<file path="config.mk">
export PLATFORM = sky130hd
export DESIGN_NAME = count_sample_buffer_flat
export DESIGN_NICKNAME = d
export VERILOG_FILES = /design/src/rtl/count_sample_buffer_if.sv /design/src/rtl/count_sample_buffer.sv /design/src/flat_wrapper.sv
export SDC_FILE = /design/constraint.sdc
export NUM_CORES = 2
export LEC_CHECK = 0
export CORE_MARGIN = 2
export CORE_UTILIZATION = 45
export CTS_BUF_LIST = sky130_fd_sc_hd__clkbuf_8
export CTS_CLUSTER_SIZE = 20
export DETAILED_ROUTE_END_ITERATION = 10
export GPL_TIMING_DRIVEN = 0
export REMOVE_ABC_BUFFERS = 1
export SLEW_MARGIN = 10
export SYNTH_ARGS = -nofsm -noshare
export SYNTH_HDL_FRONTEND = slang
export SYNTH_SLANG_ARGS = --single-unit
</file>
<file path="constraint.sdc">
create_clock -name clk -period 6.9 [get_ports clk]
set_clock_uncertainty 0.15 [all_clocks]
set_input_delay 0.69 -clock clk [delete_from_list [all_inputs] [get_ports clk]]
set_output_delay 0.69 -clock clk [all_outputs]
set_load 0.005 [all_outputs]
</file>
<file path="src/rtl/count_sample_buffer_if.sv">
// Bus between the BCD pulse counter / TFT read path and count_sample_buffer.
// Master drives digits, strobes and read requests; slave returns samples and status.
interface count_sample_buffer_if #(
    parameter int AW = 7,
    parameter int BW = 27
);
    logic          en;
    logic [3:0]    d0, d1, d2, d3, d4, d5, d6, d7;
    logic          ovf;
    logic          upd;
    logic          rd_en;
    logic [AW-1:0] rd_addr;
    logic [BW:0]   rd_data;
    logic          rd_valid;
    logic [AW-1:0] wr_ptr;
    logic          sample_stb;
    logic          frame_done;
    logic [BW-1:0] frame_peak;
    logic          busy;
    logic          drop_err;

    modport master (
        output en, d0, d1, d2, d3, d4, d5, d6, d7, ovf, upd, rd_en, rd_addr,
        input  rd_data, rd_valid, wr_ptr, sample_stb, frame_done, frame_peak, busy, drop_err
    );

    modport slave (
        input  en, d0, d1, d2, d3, d4, d5, d6, d7, ovf, upd, rd_en, rd_addr,
        output rd_data, rd_valid, wr_ptr, sample_stb, frame_done, frame_peak, busy, drop_err
    );
endinterface

</file>
<file path="src/rtl/count_sample_buffer.sv">
// Snapshots the 8-digit BCD count on each window strobe, converts it to binary
// MSD-first with a x10 accumulator, and stores it in a ring buffer with peak tracking.
module count_sample_buffer #(
    parameter int DEPTH = 120,
    parameter int AW    = 7,
    parameter int BW    = 27
) (
    input logic                 clk,
    input logic                 rst_n,
    count_sample_buffer_if.slave bus
);

    localparam logic [AW-1:0] LAST_ADDR = AW'(DEPTH - 1);
    localparam logic [BW-1:0] SAT_COUNT = BW'(99_999_999);

    typedef enum logic [1:0] {
        IDLE  = 2'd0,
        CONV  = 2'd1,
        WRITE = 2'd2
    } state_e;

    state_e          state_q, state_d;
    logic [7:0][3:0] snap_q, snap_d;
    logic            snap_sat_q, snap_sat_d;
    logic [BW-1:0]   acc_q, acc_d;
    logic [2:0]      idx_q, idx_d;
    logic            ovf_seen_q, ovf_seen_d;
    logic [AW-1:0]   wr_ptr_q, wr_ptr_d;
    logic [BW-1:0]   run_peak_q, run_peak_d;
    logic [BW-1:0]   frame_peak_q, frame_peak_d;
    logic            sample_stb_q, sample_stb_d;
    logic            frame_done_q, frame_done_d;
    logic            drop_err_q, drop_err_d;
    logic [BW:0]     rd_data_q, rd_data_d;
    logic            rd_valid_q, rd_valid_d;

    logic [BW:0]     mem [DEPTH];
    logic [BW-1:0]   store_count;
    logic [BW-1:0]   peak_max;
    logic            wr_en;

    always_comb begin
        store_count = snap_sat_q ? SAT_COUNT : acc_q;
        peak_max    = (store_count > run_peak_q) ? store_count : run_peak_q;
        wr_en       = bus.en && (state_q == WRITE);
    end

    // NOTE: every variable gets its default first so no path leaves it unassigned (no latches).
    always_comb begin
        state_d      = state_q;
        snap_d       = snap_q;
        snap_sat_d   = snap_sat_q;
        acc_d        = acc_q;
        idx_d        = idx_q;
        ovf_seen_d   = ovf_seen_q | bus.ovf;
        wr_ptr_d     = wr_ptr_q;
        run_peak_d   = run_peak_q;
        frame_peak_d = frame_peak_q;
        sample_stb_d = 1'b0;
        frame_done_d = 1'b0;
        drop_err_d   = drop_err_q;

        unique case (state_q)
            IDLE: begin
                if (bus.upd) begin
                    // A carry coinciding with the strobe belongs to the window being closed.
                    snap_d     = {bus.d7, bus.d6, bus.d5, bus.d4, bus.d3, bus.d2, bus.d1, bus.d0};
                    snap_sat_d = ovf_seen_q | bus.ovf;
                    ovf_seen_d = 1'b0;
                    acc_d      = '0;
                    idx_d      = 3'd7;
                    state_d    = CONV;
                end
            end
            CONV: begin
                acc_d = (acc_q << 3) + (acc_q << 1) + BW'(snap_q[idx_q]);
                idx_d = idx_q - 3'd1;
                if (idx_q == 3'd0) state_d = WRITE;
            end
            WRITE: begin
                sample_stb_d = 1'b1;
                state_d      = IDLE;
                if (wr_ptr_q == LAST_ADDR) begin
                    wr_ptr_d     = '0;
                    frame_done_d = 1'b1;
                    frame_peak_d = peak_max;
                    run_peak_d   = '0;
                end else begin
                    wr_ptr_d   = wr_ptr_q + AW'(1);
                    run_peak_d = peak_max;
                end
            end
            default: state_d = IDLE;
        endcase

        if (bus.upd && (state_q != IDLE)) drop_err_d = 1'b1;

        if (!bus.en) begin
            state_d      = IDLE;
            snap_d       = '0;
            snap_sat_d   = 1'b0;
            acc_d        = '0;
            idx_d        = '0;
            ovf_seen_d   = 1'b0;
            wr_ptr_d     = '0;
            run_peak_d   = '0;
            frame_peak_d = '0;
            sample_stb_d = 1'b0;
            frame_done_d = 1'b0;
            drop_err_d   = 1'b0;
        end
    end

    // Read port is independent of en so the display can keep scanning old data.
    always_comb begin
        rd_valid_d = bus.rd_en;
        rd_data_d  = rd_data_q;
        if (bus.rd_en) rd_data_d = (bus.rd_addr <= LAST_ADDR) ? mem[bus.rd_addr] : '0;
    end

    // NOTE: sequential state uses non-blocking assignments so all flops update from pre-edge values.
    always_ff @(posedge clk or negedge rst_n) begin
        if (!rst_n) begin
            state_q      <= IDLE;
            snap_q       <= '0;
            snap_sat_q   <= 1'b0;
            acc_q        <= '0;
            idx_q        <= '0;
            ovf_seen_q   <= 1'b0;
            wr_ptr_q     <= '0;
            run_peak_q   <= '0;
            frame_peak_q <= '0;
            sample_stb_q <= 1'b0;
            frame_done_q <= 1'b0;
            drop_err_q   <= 1'b0;
            rd_data_q    <= '0;
            rd_valid_q   <= 1'b0;
        end else begin
            state_q      <= state_d;
            snap_q       <= snap_d;
            snap_sat_q   <= snap_sat_d;
            acc_q        <= acc_d;
            idx_q        <= idx_d;
            ovf_seen_q   <= ovf_seen_d;
            wr_ptr_q     <= wr_ptr_d;
            run_peak_q   <= run_peak_d;
            frame_peak_q <= frame_peak_d;
            sample_stb_q <= sample_stb_d;
            frame_done_q <= frame_done_d;
            drop_err_q   <= drop_err_d;
            rd_data_q    <= rd_data_d;
            rd_valid_q   <= rd_valid_d;
        end
    end

    // NOTE: the sample memory has no reset so it maps onto a plain block RAM.
    always_ff @(posedge clk) begin
        if (wr_en) mem[wr_ptr_q] <= {snap_sat_q, store_count};
    end

    assign bus.rd_data    = rd_data_q;
    assign bus.rd_valid   = rd_valid_q;
    assign bus.wr_ptr     = wr_ptr_q;
    assign bus.sample_stb = sample_stb_q;
    assign bus.frame_done = frame_done_q;
    assign bus.frame_peak = frame_peak_q;
    assign bus.busy       = (state_q != IDLE);
    assign bus.drop_err   = drop_err_q;

endmodule

</file>
<file path="src/flat_wrapper.sv">
// flat-port wrapper written by rule: the top's interface ports become plain ports
module count_sample_buffer_flat 
#(
    parameter int DEPTH = 120,
    parameter int AW    = 7,
    parameter int BW    = 27
)
  (clk, rst_n, bus_en, bus_d0, bus_d1, bus_d2, bus_d3, bus_d4, bus_d5, bus_d6, bus_d7, bus_ovf, bus_upd, bus_rd_en, bus_rd_addr, bus_rd_data, bus_rd_valid, bus_wr_ptr, bus_sample_stb, bus_frame_done, bus_frame_peak, bus_busy, bus_drop_err);
  count_sample_buffer_if #(.AW(AW), .BW(BW)) bus_i ();
  input logic clk;
  input logic rst_n;
  input wire logic [$bits(bus_i.en)-1:0] bus_en;
  input wire logic [$bits(bus_i.d0)-1:0] bus_d0;
  input wire logic [$bits(bus_i.d1)-1:0] bus_d1;
  input wire logic [$bits(bus_i.d2)-1:0] bus_d2;
  input wire logic [$bits(bus_i.d3)-1:0] bus_d3;
  input wire logic [$bits(bus_i.d4)-1:0] bus_d4;
  input wire logic [$bits(bus_i.d5)-1:0] bus_d5;
  input wire logic [$bits(bus_i.d6)-1:0] bus_d6;
  input wire logic [$bits(bus_i.d7)-1:0] bus_d7;
  input wire logic [$bits(bus_i.ovf)-1:0] bus_ovf;
  input wire logic [$bits(bus_i.upd)-1:0] bus_upd;
  input wire logic [$bits(bus_i.rd_en)-1:0] bus_rd_en;
  input wire logic [$bits(bus_i.rd_addr)-1:0] bus_rd_addr;
  output wire logic [$bits(bus_i.rd_data)-1:0] bus_rd_data;
  output wire logic [$bits(bus_i.rd_valid)-1:0] bus_rd_valid;
  output wire logic [$bits(bus_i.wr_ptr)-1:0] bus_wr_ptr;
  output wire logic [$bits(bus_i.sample_stb)-1:0] bus_sample_stb;
  output wire logic [$bits(bus_i.frame_done)-1:0] bus_frame_done;
  output wire logic [$bits(bus_i.frame_peak)-1:0] bus_frame_peak;
  output wire logic [$bits(bus_i.busy)-1:0] bus_busy;
  output wire logic [$bits(bus_i.drop_err)-1:0] bus_drop_err;
  assign bus_i.en = bus_en;
  assign bus_i.d0 = bus_d0;
  assign bus_i.d1 = bus_d1;
  assign bus_i.d2 = bus_d2;
  assign bus_i.d3 = bus_d3;
  assign bus_i.d4 = bus_d4;
  assign bus_i.d5 = bus_d5;
  assign bus_i.d6 = bus_d6;
  assign bus_i.d7 = bus_d7;
  assign bus_i.ovf = bus_ovf;
  assign bus_i.upd = bus_upd;
  assign bus_i.rd_en = bus_rd_en;
  assign bus_i.rd_addr = bus_rd_addr;
  assign bus_rd_data = bus_i.rd_data;
  assign bus_rd_valid = bus_i.rd_valid;
  assign bus_wr_ptr = bus_i.wr_ptr;
  assign bus_sample_stb = bus_i.sample_stb;
  assign bus_frame_done = bus_i.frame_done;
  assign bus_frame_peak = bus_i.frame_peak;
  assign bus_busy = bus_i.busy;
  assign bus_drop_err = bus_i.drop_err;
  count_sample_buffer #(.DEPTH(DEPTH), .AW(AW), .BW(BW)) u_core (.clk(clk), .rst_n(rst_n), .bus(bus_i));
endmodule
</file>
Yosys cells after proc, flatten, opt, wreduce, memory -nomap -nowiden
Memories as Yosys holds them, arrays and structs flattened.
Cells that the tools add are included.
W data, S select, Z words.
- word-level logic and storage cells: 92
- bits in writable memories: 3360
- register bits after elaboration: 159
- memories kept: 1
- memory list (memory ; depth ; bits a word ; rd ports ; clocked after Yosys merged registers in ; wr ports ; line ; RTL):
    u_core.mem ; 120 ; 28 ; 1 ; 0 ; 1 ; count_sample_buffer.sv:37 ; logic [BW:0] mem [DEPTH];
- magnitude comparators: 3
- $add $sub $neg: 4
- reductions and logical operators: 9
- muxes and demuxes: 42
- bitwise gates (word level): 1
- equal/unequal tests: 11
- operator list (operator ; number):
    $mux W27 ; 10
    $mux W32 ; 3
    $pmux W27 S2 ; 1
    $mux W28 ; 1
    $add A27 B27 Y27 ; 1
    $add A27 B4 Y27 ; 1
    $gt A27 B27 Y1 ; 1
    $mux W7 ; 3
    $mux W1 ; 15
    $bmux W4 S3 ; 1
    $ne A2 B1 Y1 const B ; 5
    $reduce_and A2 Y1 ; 4
    $add A7 B1 Y7 const B ; 1
    $eq A7 B7 Y1 const B ; 1
    $le A7 B7 Y1 const B ; 1
    $mux W2 ; 3
    $mux W3 ; 2
    $pmux W3 S2 ; 1
    $lt A3 B4 Y1 const B ; 1
    $mux W4 ; 1
    $pmux W2 S2 ; 1
    $logic_not A3 Y1 ; 1
    $ne A3 B1 Y1 const B ; 1
    $ne A3 B2 Y1 const B ; 1
    8 further kinds ; 9

Logic depth before layout (Yosys ltp)
- depth in word-level cells: 6
- depth in mapped cells: 13
- depth with buffers taken out: 12

Least setup slack after synthesis
OpenSTA, ideal clock, no wires.
- path kind: register to register
- from: register u_core.snap_sat_q
- to: register u_core.run_peak_q[25]
- setup slack: -0.355 ns
- arrival: 7.022 ns
- data required time: 6.667 ns
- library setup time: 0.083 ns
- cell stages (with the launch flop): 12
- cells stage by stage: dfrtp_1 -> nor2b_1 -> ha_1 -> a21o_1 -> a21o_1 -> a21o_1 -> a221oi_1 -> a31oi_1 -> buf_2 -> o21ai_2 -> clkbuf_1 -> a22o_1
- cells in the longest elaborated chain, start to end: 6
- ends and longest elaborated chain (element ; line ; RTL):
    start, declared ; count_sample_buffer.sv:24 ; logic snap_sat_q, snap_sat_d;
    start signal, assigned ; count_sample_buffer.sv:141 ; snap_sat_q <= snap_sat_d;
    $mux W27 ; count_sample_buffer.sv:43 ; store_count = snap_sat_q ? SAT_COUNT : acc_q;
    named net u_core.store_count[12] ; count_sample_buffer.sv:38 ; logic [BW-1:0] store_count;
    $gt A27 B27 Y1 ; count_sample_buffer.sv:44 ; peak_max = (store_count > run_peak_q) ? store_count : run_peak_q;
    $mux W27 ; count_sample_buffer.sv:44 ;
    $mux W27 ; count_sample_buffer.sv:83 ; if (wr_ptr_q == LAST_ADDR) begin
    $mux W27 ; count_sample_buffer.sv:63 ; unique case (state_q)
    $mux W27 ; count_sample_buffer.sv:98 ; if (!bus.en) begin
    end signal, assigned ; count_sample_buffer.sv:146 ; run_peak_q <= run_peak_d;
    end, declared ; count_sample_buffer.sv:29 ; logic [BW-1:0] run_peak_q, run_peak_d;
The timed path passes the listed nets, and every way through them passes these cells. The select of a mux whose other input is x is not followed.
A chain may end at the register's enable or synchronous reset.

Worst setup path after layout
- from: input bus_rd_addr[0]
- to: register u_core.rd_data_q[7] (netlist: u_core.bus.rd_data[7])
- cells in the longest elaborated chain, start to end: 2
- elaborated cells between the ends (all ways): 3
- those cells by class: order compare: 1; mux: 1; memory: 1
- ends and longest elaborated chain (element ; line ; RTL):
    start, declared ; flat_wrapper.sv:24 ; input wire logic [$bits(bus_i.rd_addr)-1:0] bus_rd_addr;
    $mem_v2 Z120 W28 / $le A7 B7 Y1 (equally long branches) ; - ;
    $mux W28 (*) ; count_sample_buffer.sv:118 ; if (bus.rd_en) rd_data_d = (bus.rd_addr <= LAST_ADDR) ? mem[bus.rd_addr] : '0;
    end signal, assigned ; count_sample_buffer.sv:151 ; rd_data_q <= rd_data_d;
    end, declared ; count_sample_buffer.sv:34 ; logic [BW:0] rd_data_q, rd_data_d;
Every way passes the cells marked *; elsewhere a longest branch is shown, timed or not.

==> impl_metrics.yaml <==
synth:
  synth_top_area_share: 0.735
  synth_most_common_cell: "edfxtp_1"
  yosysWarnings: 0
  synth_area_um2: 137000
  ys_ff_latch: 3519
  yosys-top-cells-count: "edfxtp_1, mux4_2, mux2i_1"
  netlist_instances: 6334
  avgSynthCellArea_um2: 21.7
  synth_area_leaders: "edfxtp_1, mux4_2, dfrtp_1"
  ys_seq_area_frac: 0.764
  ys.flop_type: "edfxtp_1"
  synth_edf_count: 3360
  async_reset_ff_frac: 0.0452
  synth_area_leader_cell: "edfxtp_1"
  synth.distinct_cells: 63
global_route:
  antenna_found_initial: 11
  grtUsageMet3: 0.0379
  grt_pass1_wl_mm: 505
  grt_max_degree: 95
  grt_remaining_overflow: 0
  grt_use_met1: 0.317
  met2_usage: 0.372
  busiest_layer: "met2"
  track_usage: 0.228
  grt_pass1_vias: 69800
floorplanning:
  initial_core_util: 0.453
  dieArea_um2: 310000
  core-area_um2: 303000
  fp.dieH_um: 556
  ios: 112
  row_count: 202
  die_x_um: 556
sta:
  max_slew_margin: 0.0922
  slew_viol_final: 0
  min_period_ns: 5.42
  tightest_slew_ns: 1.36
  grt_setup_unrepaired: "no"
  hold_violations: 0
  fmax_ghz: 0.184
  period_share: 0.786
  setup_viol: 0
clock_network:
  clk_pin_slew_worst_paths_ns: 0.06
  clk_path_buf_depth: 4
  numCtsBuffers: 575
  cts_tree: "done"
  clock-sinks: 3519
  post-cts-setup-buffers: 0
  htree_num_levels: 6
  cts-root-buf: "clkbuf_8"
  ctsResizeCount: 0
  clk_latency_ns: 1.15
final_layout:
  syn_to_final_growth_pct: 15.5
  fin_nets: 7070
  drive_gt1_frac: 0.273
  post-route-util: 0.523
  num-fill-cells: 23700
  layout.cells.non_filler: 11400
  final_area_um2: 159000
drt:
  remaining_drc_errors: 0
  via_per_inst: 5.93
  drtPass1Iterations: 6
  via_count: 67300
  drt_wl_total_mm: 354
  wl_per_cell_um: 31.2
  drt_iter0_drc: 7442
  ant_nets: 0
setup_path:
  critPathCaptureType: "flip-flop"
  critPathRequiredTime_ns: 7.79
  path_max_fanout: 86
  critPathArrivalTime_ns: 6.32
  worst-setup-path-type: "primary input to flip-flop"
  startpoint_type: "primary input"
placed_design:
  gp_congestion: 0.773
  hpwl_mm: 214
  portBuffers: 111
  place_area_um2: 148000
  place_inst: 10300
power:
  p_per_area_nw_per_um2: 268
  p_leak_uw: 0.0520
  total_power_uw: 42500
  ir_drop_v: 0.000184
hold_path:
  min_path_type: "primary input to flip-flop"
run:
  maxCapViolCount: 0
outcome:
  status: "complete, no violations"
==> cell type report <==
cell class	instances	area (µm²)	share of cell area
Sequential cell	3519	105000	0.661
Multi-Input combinational cell	2411	31600	0.199
Clock buffer	592	8150	0.0514
Timing Repair Buffer	382	6830	0.0430
Tap cell	3978	4980	0.0314
Clock inverter	407	1970	0.0124
Inverter	56	220	0.00139
Antenna cell	11	27.5	0.000173
==> layer usage <==
| layer | up-vias | wire, µm |
|---|---|---|
| li1 | 27900 | - |
| met1 | 36300 | 145000 |
| met2 | 2662 | 175000 |
| met3 | 479 | 24600 |
| met5 | - | 13 |
| met4 | 2 | 9880 |
==> power by group <==
group / switching [µW] / total (µW) / internal, µW
combinational: 1580 / 2520 / 942
clock: 8210 / 16300 / 8100
sequential: 74.3 / 23700 / 23600
==> logic make-up after synthesis <==
logic type,share of synthesized area
xor gates and xnor gates,0.00140
buffers and inverters,0.0144
DFF,0.764
muxes,0.169
AOI/OAI and AO/OA,0.0270
adders and majority gates,0.00740
and+or+nand+nor,0.0170
==> what timing repair did <==
item / 4_1_cts / 5_1_grt
hold buffers: 36 / 0
setup endpoints to repair: 0 / 0
endpoints found under the hold margin: 187 / 0
==> worst max-delay path, stage by stage <==
cell and delay (ns):
buf_16 0.33, buf_16 0.48, buf_16 0.53, buf_16 0.46, buf_16 0.52, buf_16 0.51, mux4_2 0.60, mux2i_1 0.15
o22ai_1 0.12, o21ai_1 0.66, nand2_1 0.38, a211o_1 0.31
==> sequential cells by signal (all words and copies together), names as in the netlist <==
signal / cells
u_core.snap_sat_q: 1
u_core.snap_q: 32
u_core.bus.drop_err: 1
u_core.bus.sample_stb: 1
u_core.acc_q: 27
u_core.bus.rd_data: 28
u_core.run_peak_q: 27
u_core.mem: 3360
u_core.idx_q: 3
u_core.bus.rd_valid: 1
u_core.state_q: 2
u_core.ovf_seen_q: 1
u_core.bus.frame_peak: 27
u_core.bus.wr_ptr: 7
u_core.bus.frame_done: 1
==> through the flow <==
stage          setup TNS (ns)  hold slack [ns]  setup slack (ns)
2_1_floorplan         -117.99            0.244             -2.52
3_3_place_gp                -            0.326            -54.19
6_report                    0            0.136              1.48
3_5_place_dp                0            0.328            0.0309
5_1_grt                     0           0.0970              1.10
4_1_cts                     0           0.0461              1.30
==> cells in the final DEF, fill, tap and decap left out, types with 106 or more instances in the layout <==
cell type	count
nor2_4	119
nand2_1	179
clkbuf_8	592
inv_1	255
buf_12	110
clkinv_1	111
mux4_2	893
buf_16	108
edfxtp_1	3360
a21oi_1	145
dfrtp_1	158
mux2i_1	301
o21ai_1	106
==> worst paths after layout <==
path                                                start                         to  slack (ns)  cells past startpoint
worst max-delay path                       bus_rd_addr[0]      u_core.bus.rd_data[7]        1.48                     12
worst min-delay path                              bus_upd        u_core.bus.drop_err        0.14                      3
worst max register to register          u_core.snap_sat_q       u_core.run_peak_q[5]        1.74                     10
worst min register to register  u_core.bus.frame_peak[23]  u_core.bus.frame_peak[23]        0.34                      2
max in group asynchronous                           rst_n      u_core.bus.rd_data[4]        5.31                      4
min in group asynchronous                           rst_n   u_core.bus.frame_peak[5]        0.46                      3
(Power assumes the default switching activity.)
